File: config.mk
export PLATFORM = sky130hd
export DESIGN_NAME = multicycle_ctrl
export DESIGN_NICKNAME = d
export VERILOG_FILES = /design/src/rtl/ctrl_pkg.sv /design/src/rtl/alu_dec.sv /design/src/rtl/multicycle_ctrl.sv
export SDC_FILE = /design/constraint.sdc
export NUM_CORES = 1
export LEC_CHECK = 0
export CORE_MARGIN = 2
export CORE_UTILIZATION = 36
export CTS_CLUSTER_DIAMETER = 60
export DETAILED_ROUTE_END_ITERATION = 6
export GPL_TIMING_DRIVEN = 0
export PLACE_DENSITY = 0.91
export SLEW_MARGIN = 30
export SYNTH_ARGS = -nofsm -noshare
export SYNTH_HDL_FRONTEND = slang
export SYNTH_SLANG_ARGS = --single-unit
File: constraint.sdc
create_clock -name clk -period 1.9 [get_ports clk]
set_clock_uncertainty 0.1 [all_clocks]
set_input_delay 0.285 -clock clk [delete_from_list [all_inputs] [get_ports clk]]
set_output_delay 0.285 -clock clk [all_outputs]
set_load 0.05 [all_outputs]
File: src/rtl/ctrl_pkg.sv
// Shared encodings for the multi-cycle RV32I control path: states, opcodes,
// ALU operation codes and datapath mux selects.
package ctrl_pkg;

  typedef enum logic [2:0] {
    FETCH  = 3'd0,
    DECODE = 3'd1,
    EXEC   = 3'd2,
    MEM    = 3'd3,
    WB     = 3'd4,
    TRAP   = 3'd5
  } state_t;

  localparam logic [6:0] OP_R      = 7'b0110011;
  localparam logic [6:0] OP_IMM    = 7'b0010011;
  localparam logic [6:0] OP_LOAD   = 7'b0000011;
  localparam logic [6:0] OP_STORE  = 7'b0100011;
  localparam logic [6:0] OP_BRANCH = 7'b1100011;
  localparam logic [6:0] OP_JAL    = 7'b1101111;
  localparam logic [6:0] OP_JALR   = 7'b1100111;
  localparam logic [6:0] OP_LUI    = 7'b0110111;
  localparam logic [6:0] OP_AUIPC  = 7'b0010111;

  localparam logic [3:0] ALU_ADD  = 4'd0;
  localparam logic [3:0] ALU_SUB  = 4'd1;
  localparam logic [3:0] ALU_SLL  = 4'd2;
  localparam logic [3:0] ALU_SLT  = 4'd3;
  localparam logic [3:0] ALU_SLTU = 4'd4;
  localparam logic [3:0] ALU_XOR  = 4'd5;
  localparam logic [3:0] ALU_SRL  = 4'd6;
  localparam logic [3:0] ALU_SRA  = 4'd7;
  localparam logic [3:0] ALU_OR   = 4'd8;
  localparam logic [3:0] ALU_AND  = 4'd9;

  // Operation class handed to the ALU decoder.
  localparam logic [1:0] CLS_ADD = 2'd0;
  localparam logic [1:0] CLS_R   = 2'd1;
  localparam logic [1:0] CLS_I   = 2'd2;

  localparam logic [1:0] A_RS1   = 2'd0;
  localparam logic [1:0] A_PC    = 2'd1;
  localparam logic [1:0] A_ZERO  = 2'd2;
  localparam logic       B_RS2   = 1'b0;
  localparam logic       B_IMM   = 1'b1;
  localparam logic [1:0] WB_ALU  = 2'd0;
  localparam logic [1:0] WB_MEM  = 2'd1;
  localparam logic [1:0] WB_PC4  = 2'd2;
  localparam logic [1:0] PC_PLUS4   = 2'd0;
  localparam logic [1:0] PC_ALU     = 2'd1;
  localparam logic [1:0] PC_ALU_B0  = 2'd2;
  localparam logic       ADDR_PC  = 1'b0;
  localparam logic       ADDR_ALU = 1'b1;

  function automatic logic is_legal(input logic [6:0] op);
    case (op)
      OP_R, OP_IMM, OP_LOAD, OP_STORE, OP_BRANCH,
      OP_JAL, OP_JALR, OP_LUI, OP_AUIPC: is_legal = 1'b1;
      default:                           is_legal = 1'b0;
    endcase
  endfunction

endpackage

File: src/rtl/alu_dec.sv
// Combinational ALU operation decoder: maps the instruction's operation class
// and funct fields to an alu_op code.
module alu_dec
  import ctrl_pkg::*;
(
  input  logic [1:0] cls,
  input  logic [2:0] funct3,
  input  logic       funct7_5,
  output logic [3:0] alu_op
);

  always_comb begin
    // NOTE: default first so every path assigns alu_op and no latch is inferred.
    alu_op = ALU_ADD;
    if (cls != CLS_ADD) begin
      case (funct3)
        3'b000:  alu_op = (cls == CLS_R && funct7_5) ? ALU_SUB : ALU_ADD;
        3'b001:  alu_op = ALU_SLL;
        3'b010:  alu_op = ALU_SLT;
        3'b011:  alu_op = ALU_SLTU;
        3'b100:  alu_op = ALU_XOR;
        3'b101:  alu_op = funct7_5 ? ALU_SRA : ALU_SRL;
        3'b110:  alu_op = ALU_OR;
        default: alu_op = ALU_AND;
      endcase
    end
  end

endmodule

File: src/rtl/multicycle_ctrl.sv
// Main control FSM of the multi-cycle RV32I core: sequences fetch, decode,
// execute, memory and writeback and drives all datapath enables and selects.
module multicycle_ctrl
  import ctrl_pkg::*;
#(
  parameter state_t RESET_STATE     = FETCH,
  parameter bit     TRAP_ON_ILLEGAL = 1'b1
) (
  input  logic       clk,
  input  logic       reset,
  input  logic [6:0] opcode,
  input  logic [2:0] funct3,
  input  logic       funct7_5,
  input  logic       br_taken,
  input  logic       mem_ready,
  output logic       mem_req,
  output logic       mem_we,
  output logic       mem_addr_sel,
  output logic       ir_we,
  output logic [1:0] alu_a_sel,
  output logic       alu_b_sel,
  output logic [3:0] alu_op,
  output logic       reg_we,
  output logic [1:0] wb_sel,
  output logic       pc_we,
  output logic [1:0] pc_sel,
  output logic       instr_done,
  output logic       illegal,
  output logic [2:0] state
);

  state_t     state_q, state_d;
  logic       illegal_q, set_illegal;
  logic [1:0] cls;
  logic [3:0] dec_op;
  logic [1:0] a_sel;
  logic       b_sel;

  // ALU operands depend only on the IR, so they stay stable from EXEC through WB.
  always_comb begin
    cls   = CLS_ADD;
    a_sel = A_RS1;
    b_sel = B_IMM;
    case (opcode)
      OP_R:                        begin cls = CLS_R; b_sel = B_RS2; end
      OP_IMM:                      cls   = CLS_I;
      OP_LUI:                      a_sel = A_ZERO;
      OP_AUIPC, OP_BRANCH, OP_JAL: a_sel = A_PC;
      default: ;
    endcase
  end

  alu_dec u_alu_dec (
    .cls      (cls),
    .funct3   (funct3),
    .funct7_5 (funct7_5),
    .alu_op   (dec_op)
  );

  always_ff @(posedge clk or posedge reset) begin
    if (reset) begin
      state_q   <= RESET_STATE;
      illegal_q <= 1'b0;
    end else begin
      // NOTE: non-blocking assignments keep all registers updating from pre-edge values.
      state_q <= state_d;
      if (set_illegal) illegal_q <= 1'b1;
    end
  end

  always_comb begin
    state_d      = state_q;
    set_illegal  = 1'b0;
    mem_req      = 1'b0;
    mem_we       = 1'b0;
    mem_addr_sel = ADDR_PC;
    ir_we        = 1'b0;
    alu_a_sel    = A_RS1;
    alu_b_sel    = B_RS2;
    alu_op       = ALU_ADD;
    reg_we       = 1'b0;
    wb_sel       = WB_ALU;
    pc_we        = 1'b0;
    pc_sel       = PC_PLUS4;
    instr_done   = 1'b0;

    case (state_q)
      FETCH: begin
        mem_req = 1'b1;
        if (mem_ready) begin
          ir_we   = 1'b1;
          state_d = DECODE;
        end
      end
      DECODE: begin
        if (is_legal(opcode)) begin
          state_d = EXEC;
        end else begin
          set_illegal = 1'b1;
          if (TRAP_ON_ILLEGAL) begin
            state_d = TRAP;
          end else begin
            pc_we      = 1'b1;
            instr_done = 1'b1;
            state_d    = FETCH;
          end
        end
      end
      EXEC: begin
        alu_a_sel = a_sel;
        alu_b_sel = b_sel;
        alu_op    = dec_op;
        case (opcode)
          OP_LOAD, OP_STORE: state_d = MEM;
          OP_BRANCH: begin
            pc_we      = 1'b1;
            pc_sel     = br_taken ? PC_ALU : PC_PLUS4;
            instr_done = 1'b1;
            state_d    = FETCH;
          end
          OP_JAL, OP_JALR: begin
            reg_we     = 1'b1;
            wb_sel     = WB_PC4;
            pc_we      = 1'b1;
            pc_sel     = (opcode == OP_JAL) ? PC_ALU : PC_ALU_B0;
            instr_done = 1'b1;
            state_d    = FETCH;
          end
          default: state_d = WB;
        endcase
      end
      MEM: begin
        alu_a_sel    = a_sel;
        alu_b_sel    = b_sel;
        alu_op       = dec_op;
        mem_req      = 1'b1;
        mem_addr_sel = ADDR_ALU;
        mem_we       = (opcode == OP_STORE);
        if (mem_ready) begin
          if (opcode == OP_STORE) begin
            pc_we      = 1'b1;
            instr_done = 1'b1;
            state_d    = FETCH;
          end else begin
            state_d = WB;
          end
        end
      end
      WB: begin
        alu_a_sel  = a_sel;
        alu_b_sel  = b_sel;
        alu_op     = dec_op;
        reg_we     = 1'b1;
        wb_sel     = (opcode == OP_LOAD) ? WB_MEM : WB_ALU;
        pc_we      = 1'b1;
        instr_done = 1'b1;
        state_d    = FETCH;
      end
      TRAP:    state_d = TRAP;
      default: state_d = FETCH;
    endcase

    // Reset silences the datapath immediately, even before the state settles.
    if (reset) begin
      mem_req      = 1'b0;
      mem_we       = 1'b0;
      mem_addr_sel = 1'b0;
      ir_we        = 1'b0;
      alu_a_sel    = 2'd0;
      alu_b_sel    = 1'b0;
      alu_op       = 4'd0;
      reg_we       = 1'b0;
      wb_sel       = 2'd0;
      pc_we        = 1'b0;
      pc_sel       = 2'd0;
      instr_done   = 1'b0;
    end
  end

  assign illegal = illegal_q;
  assign state   = state_q;

endmodule
## Word-level counts from Yosys, hierarchy flattened

Cells that the tools add are included.

| word-level totals | value |
|---|---|
| logic and storage cells | 86 |
| register bits after elaboration | 4 |
| output and inout bits | 22 |

| operators by class | value |
|---|---|
| reduce and logical (&&, ||, !) cells | 12 |
| mux-type cells | 49 |
| equality and inequality tests | 23 |

Operator list:

| cell | count |
|---|---|
| $pmux 4 s7 | 1 |
| $mux 1 | 26 |
| $eq 7x6->1 const B | 3 |
| $eq 7x7->1 const B | 3 |
| $pmux 2 s2 | 4 |
| $eq 3x3->1 const B | 5 |
| $pmux 3 s5 | 1 |
| $eq 7x5->1 const B | 2 |
| $mux 2 | 7 |
| $eq 3x2->1 const B | 4 |
| $mux 3 | 4 |
| $mux 4 | 3 |
| $reduce_or 3->1 | 3 |
| $reduce_or 9->1 | 1 |
| $eq 7x2->1 const B | 1 |
| $eq 3x1->1 const B | 2 |
| $logic_not 3->1 | 2 |
| $pmux 3 s2 | 1 |
| $reduce_or 2->1 | 3 |
| $ne 2x2->1 const B | 2 |
| $pmux 1 s3 | 1 |
| $eq 2x1->1 const B | 1 |
| $pmux 1 s2 | 1 |
| $reduce_and 2->1 | 1 |
| 2 further kinds | 2 |

## Longest topological paths before layout

Gate-level depths: netlist of the first run.

| logic depth | value |
|---|---|
| depth after elaboration | 9 |
| gate-level depth with buffers | 6 |
| gate-level depth less buffers | 4 |

## Hierarchy

A second synthesis of the first run with hierarchy kept.

| second synthesis, totals | value |
|---|---|
| cell total of the unflattened synthesis | 95 |
| area total of the unflattened synthesis | 639.4 sq um |

By module, submodules not included:

| module | area each (sq um) | cells an instance | sequential area each (sq um) | instances |
|---|---|---|---|---|
| multicycle_ctrl | 561.8 | 81 | 100.1 | 1 |
| alu_dec | 77.6 | 14 | 0.0 | 1 |

## Worst setup path before layout of the first run

Ideal clock, no wire load.

| timing path | value |
|---|---|
| path kind | register -> output |
| from | reg state_q[1], in the netlist state[1] |
| to | out pc_we |
| path buffers | 1 |
| arrival time | 2.938 ns |
| path slack | -1.423 ns |
| cell stages (with the launch flop) | 6 |
| cells stage by stage | dfrtp_1 nor2b_2 and3_1 and3_1 o2bb2ai_1 buf_4 |

| between the ends | value |
|---|---|
| cells in the longest elaborated chain, start to end | 3 |
| elaborated cells between the ends (all ways) | 5 |
| those cells by class | eq/ne: 3; mux: 2 |

RTL lines:

| element | RTL line | RTL |
|---|---|---|
| start: declaration | multicycle_ctrl.sv:32 | `state_t state_q, state_d;` |
| start signal: assignment | multicycle_ctrl.sv:66 | `state_q <= state_d;` |
| $eq 3x3->1 or $eq 3x2->1 (tied branches) | n/a |  |
| $pmux 1 s3 * | n/a |  |
| $mux 1 * | n/a |  |
| end: declaration | multicycle_ctrl.sv:25 | `output logic pc_we,` |

Every way passes the cells marked *; elsewhere a longest branch is shown, timed or not.

## Final worst setup path of the first run

| timing path | value |
|---|---|
| from | reg state_q[2], in the netlist state[2] |
| to | out pc_we |

| between the ends | value |
|---|---|
| cells in the longest elaborated chain, start to end | 3 |
| elaborated cells between the ends (all ways) | 5 |
| those cells by class | eq/ne: 3; mux: 2 |

RTL lines:

| element | RTL line | RTL |
|---|---|---|
| $eq 3x3->1 or $eq 3x2->1 (tied branches) | multicycle_ctrl.sv:87 | `case (state_q)` |
| $pmux 1 s3 * | multicycle_ctrl.sv:87 |  |
| $mux 1 * | multicycle_ctrl.sv:164 | `if (reset) begin` |

Marked as above.

==> impl_metrics.tcl, run 1 <==
set metrics [dict create \
    root_buffer "clkbuf_4" \
    syn_area_um2 584 \
    drive_above_1_share_pct 60.7 \
    n_antenna_cell 0 \
    vdd_ir_drop_max_uv 782 \
    htreeDepth 1 \
    drcViolationCount 0 \
    synth_top_area_cell "dfrtp_1" \
    placed_cells 135 \
    firstDrtPassIters 5 \
    async_flop_share_pct 100 \
    fp.dieH_um 44.3 \
    hold_viol_final 0 \
    hp-class "in2async" \
    setup_slack_ps -226 \
    synth_ff_type "dfrtp_1" \
    portBuffers 35 \
    syn_to_final_growth_pct 144 \
    io_pins 37 \
    wl_per_cell_um 24.6 \
    crit_type "reg2out" \
    grt_pass1_wl_mm 4.78 \
    drt-initial-drc-count 66 \
    grt_pass1_vias 1003 \
    antenna_left 0 \
    viasPerCell 6.80 \
    synth_nets 99 \
    ys_ff_latch 4 \
    yosysWarnings 0 \
    die_w_um 44.3 \
    routabilityCongestion 0.793 \
    wl_met3_um 405 \
    synth.area.top_cells "dfrtp_1 (17%), nor2b_1 (5.4%), nor2_1 (5.1%)" \
    synth-edff-count 0 \
    p_per_area_mw_per_mm2 760 \
    holdWs_ps 150 \
    grt_usage_pct 33.2 \
    crit_required_ps 1510 \
    coreArea_mm2 0.00151 \
    cp-start-kind "register" \
    antenna_found_initial 0 \
    cp_max_fo 5 \
    layout.nets 161 \
    die_area_mm2 0.00196 \
    synth_cell_types 38 \
    setup_viol 15 \
    leakage_uw 0.000590 \
    yosysSeqAreaShare_pct 17.1 \
    routed.top_layer "met4" \
    clk_pin_slew_worst_paths_ps 60 \
    p_total_uw 1080 \
    endpoint_kind "primary output" \
    timing.fmax_mhz 470 \
    maxSlewHeadroom_pct 65.8 \
    critPathArrivalTime_ps 1740 \
    violations "setup timing" \
    worstMarginPinSlew_ps 516 \
    final_max_slew_viol_count 0 \
    fin_util_pct 94.6 \
    clock_latency_ps 270 \
    grt_max_degree 10 \
    dp_hpwl_mm 1.59 \
    drt_wl_total_mm 3.96 \
    status "finished, violations left" \
    post-route-period-util_pct 112 \
    clock_path_buffers 2 \
    cts_tree "done" \
    clock_sinks 4 \
    maxCapViolCount 0 \
    wl_met1_mm 1.43 \
    grt-ovfl-total 0 \
    cts_buffers 3 \
    wl_met2_mm 1.88 \
    rsz0062_at_grt "yes" \
    synth_top_area_share_pct 17.1 \
    rows 14 \
    postSynthAreaPerCell_um2 6.96 \
    final_cells 161 \
    via_count 1095 \
    start_util_pct 38.8 \
    min_period_ps 2130 \
    synth_cells 84 \
]
==> final cells by class <==
| class | count | area, um^2 |
|---|---|---|
| flip-flops and latches | 4 | 106 |
| multi-input cells | 72 | 712 |
| plain buffers | 3 | 31.3 |
| fillers | 47 | 81.3 |
| repair buffers | 57 | 510 |
| well taps | 16 | 20.0 |
| clock buffers | 4 | 26.3 |
| inverters | 5 | 18.8 |
==> cell usage in the layout, fill, tap and decap left out, types with 5 or more instances in the layout <==
cell,count
buf_6,13
clkdlybuf4s50_1,7
nand2_1,7
nor2_2,5
buf_4,25
==> final timing paths <==
| path | from | to | slack, ps | depth (start not counted) |
|---|---|---|---|---|
| setup / recovery | state[2]$_DFFE_PP0P_ | pc_we | -230 | 6 |
| hold / removal | reset | state[0]$_DFFE_PP0P_ | 150 | 3 |
| setup reg to reg | state[0]$_DFFE_PP0P_ | state[1]$_DFFE_PP0P_ | 290 | 5 |
| hold reg to reg | illegal$_DFFE_PP0P_ | illegal$_DFFE_PP0P_ | 360 | 1 |
| max in group asynchronous | reset | state[2]$_DFFE_PP0P_ | 1270 | 4 |
| min in group clk | illegal$_DFFE_PP0P_ | illegal$_DFFE_PP0P_ | 360 | 1 |
==> worst max-delay path, stage by stage (launching register included) <==
cell,delay (ps)
dfrtp_4,500
nor2b_4,190
and3_4,220
and3_4,210
o2bb2ai_4,130
buf_6,120
buf_8,130
==> per-stage QoR <==
stage / setup slack [ps] / cell area [um^2] / TNS [ps]
after floorplan: -394 / 744 / -2710
after global placement: -1300 / 1110 / -17030
final: -226 / 1430 / -1510
after global routing: -243 / 1430 / -2000
after CTS: -166 / 1320 / -1090
after detailed placement: -1320 / 1110 / -17350
==> where the power goes <==
group / internal, uW / switching, uW / total, uW
sequential: 115 / 29.8 / 145
combinational: 320 / 482 / 803
clock: 80.1 / 54.9 / 135
total: 515 / 567 / 1080
==> cell families after synthesis <==
logic type             synth area share [%]
DFF                                    17.1
and+or+nand+nor                        45.6
buffers and inverters                  6.00
AOI/OAI and AO/OA                      31.3
==> sequential cells by signal, summed over array words and instances, names as in the netlist <==
name and count:
illegal 1, state 3
==> synthesized netlist by cell type (2+ instances only) <==
master    count
a21boi_0      2
a21oi_1       3
a31oi_1       3
and3_1        4
dfrtp_1       4
inv_1         5
nand2_1       7
nand3_1       4
nor2_1        8
nor2b_1       5
nor3_1        5
nor4_1        4
o21ai_0       4
o21bai_1      2
==> timing repair <==
action                                  in CTS  in global routing
cloned                                       1                  0
endpoints found under the setup margin      20                 17
buffers inserted                            16                  5
hold buffers                                 0                  0
resized for setup                          147                 34
pin swaps                                   11                  8
==> layer usage <==
layer / GRT usage, % / vias up
li1: - / 438
met1: 39.5 / 505
met2: 57.6 / 122
met3: 8.57 / 30
met4: 10.9 / 0
met5: 0 / -
Note: power is estimated with default switching activity, not from simulation.
==> inputs of run 2 (changes only) <==
==> constraint.sdc (replaced) <==
create_clock -name clk -period 1.9 [get_ports clk]
set_clock_uncertainty 0.1 [all_clocks]
set_input_delay 0.285 -clock clk [delete_from_list [all_inputs] [get_ports clk]]
set_output_delay 0.285 -clock clk [all_outputs]
set_load 0.01 [all_outputs]
==> impl_metrics.tcl, run 2 (synthesized netlist as in run 1, its figures left out) <==
set metrics [dict create \
    status "finished, violations left" \
    violations "setup timing" \
    via_count 1005 \
    leakage_uw 0.000486 \
    clk_pin_slew_worst_paths_ps 50 \
    placed_cells 135 \
    seqPwrFrac_pct 21.1 \
    p_per_area_mw_per_mm2 640 \
    viasPerCell 6.57 \
    cts_hold_buf 0 \
    drt_wl_total_mm 2.94 \
    clock_sinks 4 \
    die_area_mm2 0.00196 \
    hold_viol_final 0 \
    min_period_ps 2020 \
    htreeDepth 1 \
    cp_max_fo 3 \
    maxCapViolCount 0 \
    p_int_uw 401 \
    portBuffers 35 \
    fin_area_mm2 0.00115 \
    switching_share_pct 45.5 \
    antenna_left 0 \
    placed_area_um2 960 \
    drcViolationCount 0 \
    layout_commonest_cell "buf_4" \
    crit_required_ps 1510 \
    grt_usage_pct 30.8 \
    syn_to_final_growth_pct 96.6 \
    coreArea_mm2 0.00151 \
    clockPowerShare_pct 17.4 \
    grt_pass1_vias 927 \
    grt_pass1_wl_mm 4.37 \
    routabilityCongestion 0.847 \
    drt-initial-drc-count 47 \
    grt-ovfl-total 0 \
    cts_buffers 3 \
    layout.nets 154 \
    n_antenna_cell 0 \
    clock_path_buffers 2 \
    antenna_found_initial 0 \
    combPwrFrac_pct 61.6 \
    rsz0062_at_grt "yes" \
    timing.fmax_mhz 495 \
    fin_util_pct 76.2 \
    die_w_um 44.3 \
    drive_above_1_share_pct 48.9 \
    fp.dieH_um 44.3 \
    dp_hpwl_mm 1.45 \
    grt_max_degree 10 \
    final_max_slew_viol_count 0 \
    setup_slack_ps -122 \
    largest_reg_flops 3 \
    maxSlewHeadroom_pct 68.1 \
    wl_per_cell_um 19.2 \
    worstMarginPinSlew_ps 478 \
    holdWs_ps 87.6 \
    cts_tree "done" \
    endpoint_kind "primary output" \
    critPathArrivalTime_ps 1640 \
    final_cells 153 \
    p_switching_uw 335 \
    vdd_ir_drop_max_uv 368 \
    io_pins 37 \
    hp-class "in2async" \
    firstDrtPassIters 4 \
    setup_viol 9 \
    final_cell_mix "buf_4 (16), clkdlybuf4s50_1 (10), buf_2 (8), nand2_1 (7), clkbuf_2 (7)" \
    crit_type "reg2out" \
    cp-start-kind "register" \
    rows 14 \
    root_buffer "clkbuf_4" \
    start_util_pct 38.8 \
    clock_latency_ps 260 \
    post-route-period-util_pct 106 \
]
run 2: cell types whose count changed in the layout (fill, tap and decap cells not counted), moves of 3 or more:
cell	change
buf_6	-11
buf_4	-9
buf_2	+7
buf_8	-4
nor2_1	+4
nor2_2	-4
nor4_4	-4
clkbuf_2	+3
clkdlybuf4s15_2	+3
clkdlybuf4s50_1	+3
run 2: final timing paths:
kind / from / to / slack (ps) / cells past startpoint
max in group asynchronous: reset / state[1]$_DFFE_PP0P_ / 1320 / 4
min in group clk: opcode[5] / state[2]$_DFFE_PP0P_ / 350 / 3
worst min-delay path: reset / state[0]$_DFFE_PP0P_ / 90 / 3
worst min register to register: illegal$_DFFE_PP0P_ / illegal$_DFFE_PP0P_ / 360 / 1
worst max register to register: state[1]$_DFFE_PP0P_ / state[0]$_DFFE_PP0P_ / 390 / 5
worst max-delay path: state[2]$_DFFE_PP0P_ / pc_we / -120 / 6
run 2: repair_timing:
action                     4_1_cts  5_1_grt
pin swaps                       12        7
resized for setup               79       26
setup endpoints to repair       18       16
setup buffers                   12        4
run 2: final cells by class:
cell class,count,area [um^2]
multi-input combinational,72,572
clock buffer,3,22.5
fill,91,358
buffer,2,12.5
inverter,5,18.8
timing repair buffer,51,399
tap,16,20.0
sequential,4,104
run 2: power groups by stage:
stage                     Sequential [uW]  Clock [uW]  Combinational [uW]
after global routing                  155         138                 474
after global placement                142           0                 323
after floorplan                       147           0                 166
final                                 155         128                 453
after CTS                             150         114                 393
after detailed placement              146           0                 331
run 2: routing by layer:
metal	GRT usage, %	up-vias	routed length [um]	share of wire, %
li1	-	425	-	-
met1	32.3	456	1050	36
met2	54.7	99	1330	45
met3	10.2	25	386	13
met4	15.2	0	167	5.7
met5	0	-	0	0
run 2: critical path, stage by stage (launching register included):
cell	delay [ps]
dfrtp_2	450
nor2b_4	180
and3_1	210
and3_4	200
o2bb2ai_2	110
buf_4	120
buf_4	100
run 2: through the flow:
stage	TNS [ps]	total power [uW]	setup slack [ps]
floorplan	0	313	7.67
global placement	-9520	465	-915
detailed placement	-10090	477	-933
CTS	-60.1	658	-34.7
global route	-791	768	-117
finish	-532	736	-122
==> inputs of run 3 (changes only) <==
CORE_UTILIZATION = 35   (was 36)
PLACE_DENSITY = 0.89   (was 0.91)
clock period = 2.3 ns   (was 1.9 ns; I/O delays follow)
==> impl_metrics.tcl, run 3 (synthesized netlist as in run 1, its figures left out) <==
set metrics [dict create \
    rows 14 \
    min_period_ps 2400 \
    placed_cells 135 \
    final_cell_mix "buf_4 (18), dlygate4sd2_1 (14), clkdlybuf4s50_1 (13), nand2_1 (7), nor2_1 (7)" \
    cp-start-kind "primary input" \
    hp-class "in2async" \
    grt_pass1_vias 844 \
    antenna_found_initial 0 \
    maxCapViolCount 0 \
    io_pins 37 \
    final_cells 154 \
    drt-initial-drc-count 57 \
    crit_required_ps 1860 \
    crit_path_cell_trace "dlygate4sd2_1 > nand2_1 > nor3_4 > a21boi_0 > o2bb2ai_1 > buf_4 > dlygate4sd2_1" \
    clock_path_buffers 2 \
    syn_to_final_growth_pct 103 \
    setup_viol 4 \
    root_buffer "clkbuf_4" \
    final_max_slew_viol_count 0 \
    dp_slack_ps -654 \
    grt_usage_pct 23.9 \
    firstDrtPassIters 4 \
    holdWs_ps 77.7 \
    maxSlewHeadroom_pct 70.9 \
    die_w_um 44.9 \
    grt_max_degree 12 \
    via_count 972 \
    clk_pin_slew_worst_paths_ps 50 \
    cts_buffers 3 \
    grt-ovfl-total 0 \
    dp_hpwl_mm 1.46 \
    viasPerCell 6.31 \
    max_stage_delay_ps 370 \
    cts_tree "done" \
    clock_latency_ps 250 \
    routabilityCongestion 0.857 \
    p_per_area_mw_per_mm2 474 \
    cp_max_fo 5 \
    endpoint_kind "primary output" \
    path_common_cell "dlygate4sd2_1" \
    largest_reg_flops 3 \
    start_util_pct 37.9 \
    n_antenna_cell 0 \
    clock_sinks 4 \
    drcViolationCount 0 \
    layout_commonest_cell "buf_4" \
    antenna_left 0 \
    coreArea_mm2 0.00154 \
    worstMarginPinSlew_ps 435 \
    leakage_uw 0.000578 \
    die_area_mm2 0.00201 \
    htreeDepth 1 \
    timing.fmax_mhz 416 \
    wl_per_cell_um 19.0 \
    setup_slack_ps -101 \
    portBuffers 35 \
    worst_path_max_delay_cell "dlygate4sd2_1" \
    grt_pass1_wl_mm 3.55 \
    drt_wl_total_mm 2.93 \
    violations "setup timing" \
    status "finished, violations left" \
    vdd_ir_drop_max_uv 385 \
    post-route-period-util_pct 104 \
    hold_viol_final 0 \
    crit_type "in2out" \
    layout.nets 155 \
    nFillCells 105 \
    critPathArrivalTime_ps 1960 \
    fp.dieH_um 44.9 \
    drive_above_1_share_pct 31.2 \
]
run 3: cell count changes in the layout (fill, tap and decap cells not counted), sizes merged:
cell / previous run / this run
dlymetal6s2s: 0 / 4
clkdlybuf4s50: 10 / 13
clkbuf: 12 / 4
buf: 26 / 19
clkdlybuf4s15: 4 / 3
dlygate4sd2: 4 / 14
run 3: per-stage QoR:
step	util, %	total power [uW]	instance area (um^2)	TNS (ps)
2_1_floorplan	-	255	584	0
3_3_place_gp	61.9	381	955	-4710
3_5_place_dp	61.9	390	955	-5050
4_1_cts	69.5	475	1070	-99.8
5_1_grt	77.1	594	1190	-549
6_report	77.1	563	1190	-226
run 3: path summary, 6_finish.rpt:
kind / slack (ps) / endpoint / startpoint / cells past startpoint
max in group asynchronous: 1870 / state[2]$_DFFE_PP0P_ / reset / 3
min in group clk: 370 / illegal$_DFFE_PP0P_ / illegal$_DFFE_PP0P_ / 1
worst max-delay path: -100 / pc_we / opcode[1] / 7
worst max register to register: 810 / state[2]$_DFFE_PP0P_ / state[1]$_DFFE_PP0P_ / 4
worst min-delay path: 80 / state[0]$_DFFE_PP0P_ / reset / 3
worst min register to register: 370 / illegal$_DFFE_PP0P_ / illegal$_DFFE_PP0P_ / 1
run 3: final cells by class:
| type | instances | area, um^2 | share of cell area [%] |
|---|---|---|---|
| well taps | 16 | 20.0 | 1.68 |
| inverters | 5 | 18.8 | 1.58 |
| flip-flops and latches | 4 | 104 | 8.74 |
| repair buffers | 52 | 468 | 39.4 |
| clock buffers | 3 | 22.5 | 1.89 |
| multi-input cells | 72 | 543 | 45.7 |
| plain buffers | 2 | 12.5 | 1.05 |
run 3: worst max-delay path: cells and delay by family:
family | cells | cell delay, ps
AO/OA/AOI/OAI | 2 | 400
buffers and inverters | 3 | 770
AND/OR/NAND/NOR | 2 | 440
run 3: timing repair:
item,CTS,global route
setup endpoints to repair,17,12
pin swaps,6,2
setup buffers,11,6
resized for setup,31,18
hold buffers,0,0
run 3: report_power, final:
part           internal (uW)  switching (uW)
clock                   58.9            36.8
sequential              90.6            55.6
combinational            158             163
total                    308             256
run 3: routing by layer:
layer / GRT usage (%) / vias to the layer above / share of wire (%)
li1: - / 427 / -
met1: 25.1 / 443 / 39
met2: 45.8 / 90 / 48
met3: 7.20 / 12 / 11
met4: 5.88 / 0 / 2.3
met5: 0 / - / 0
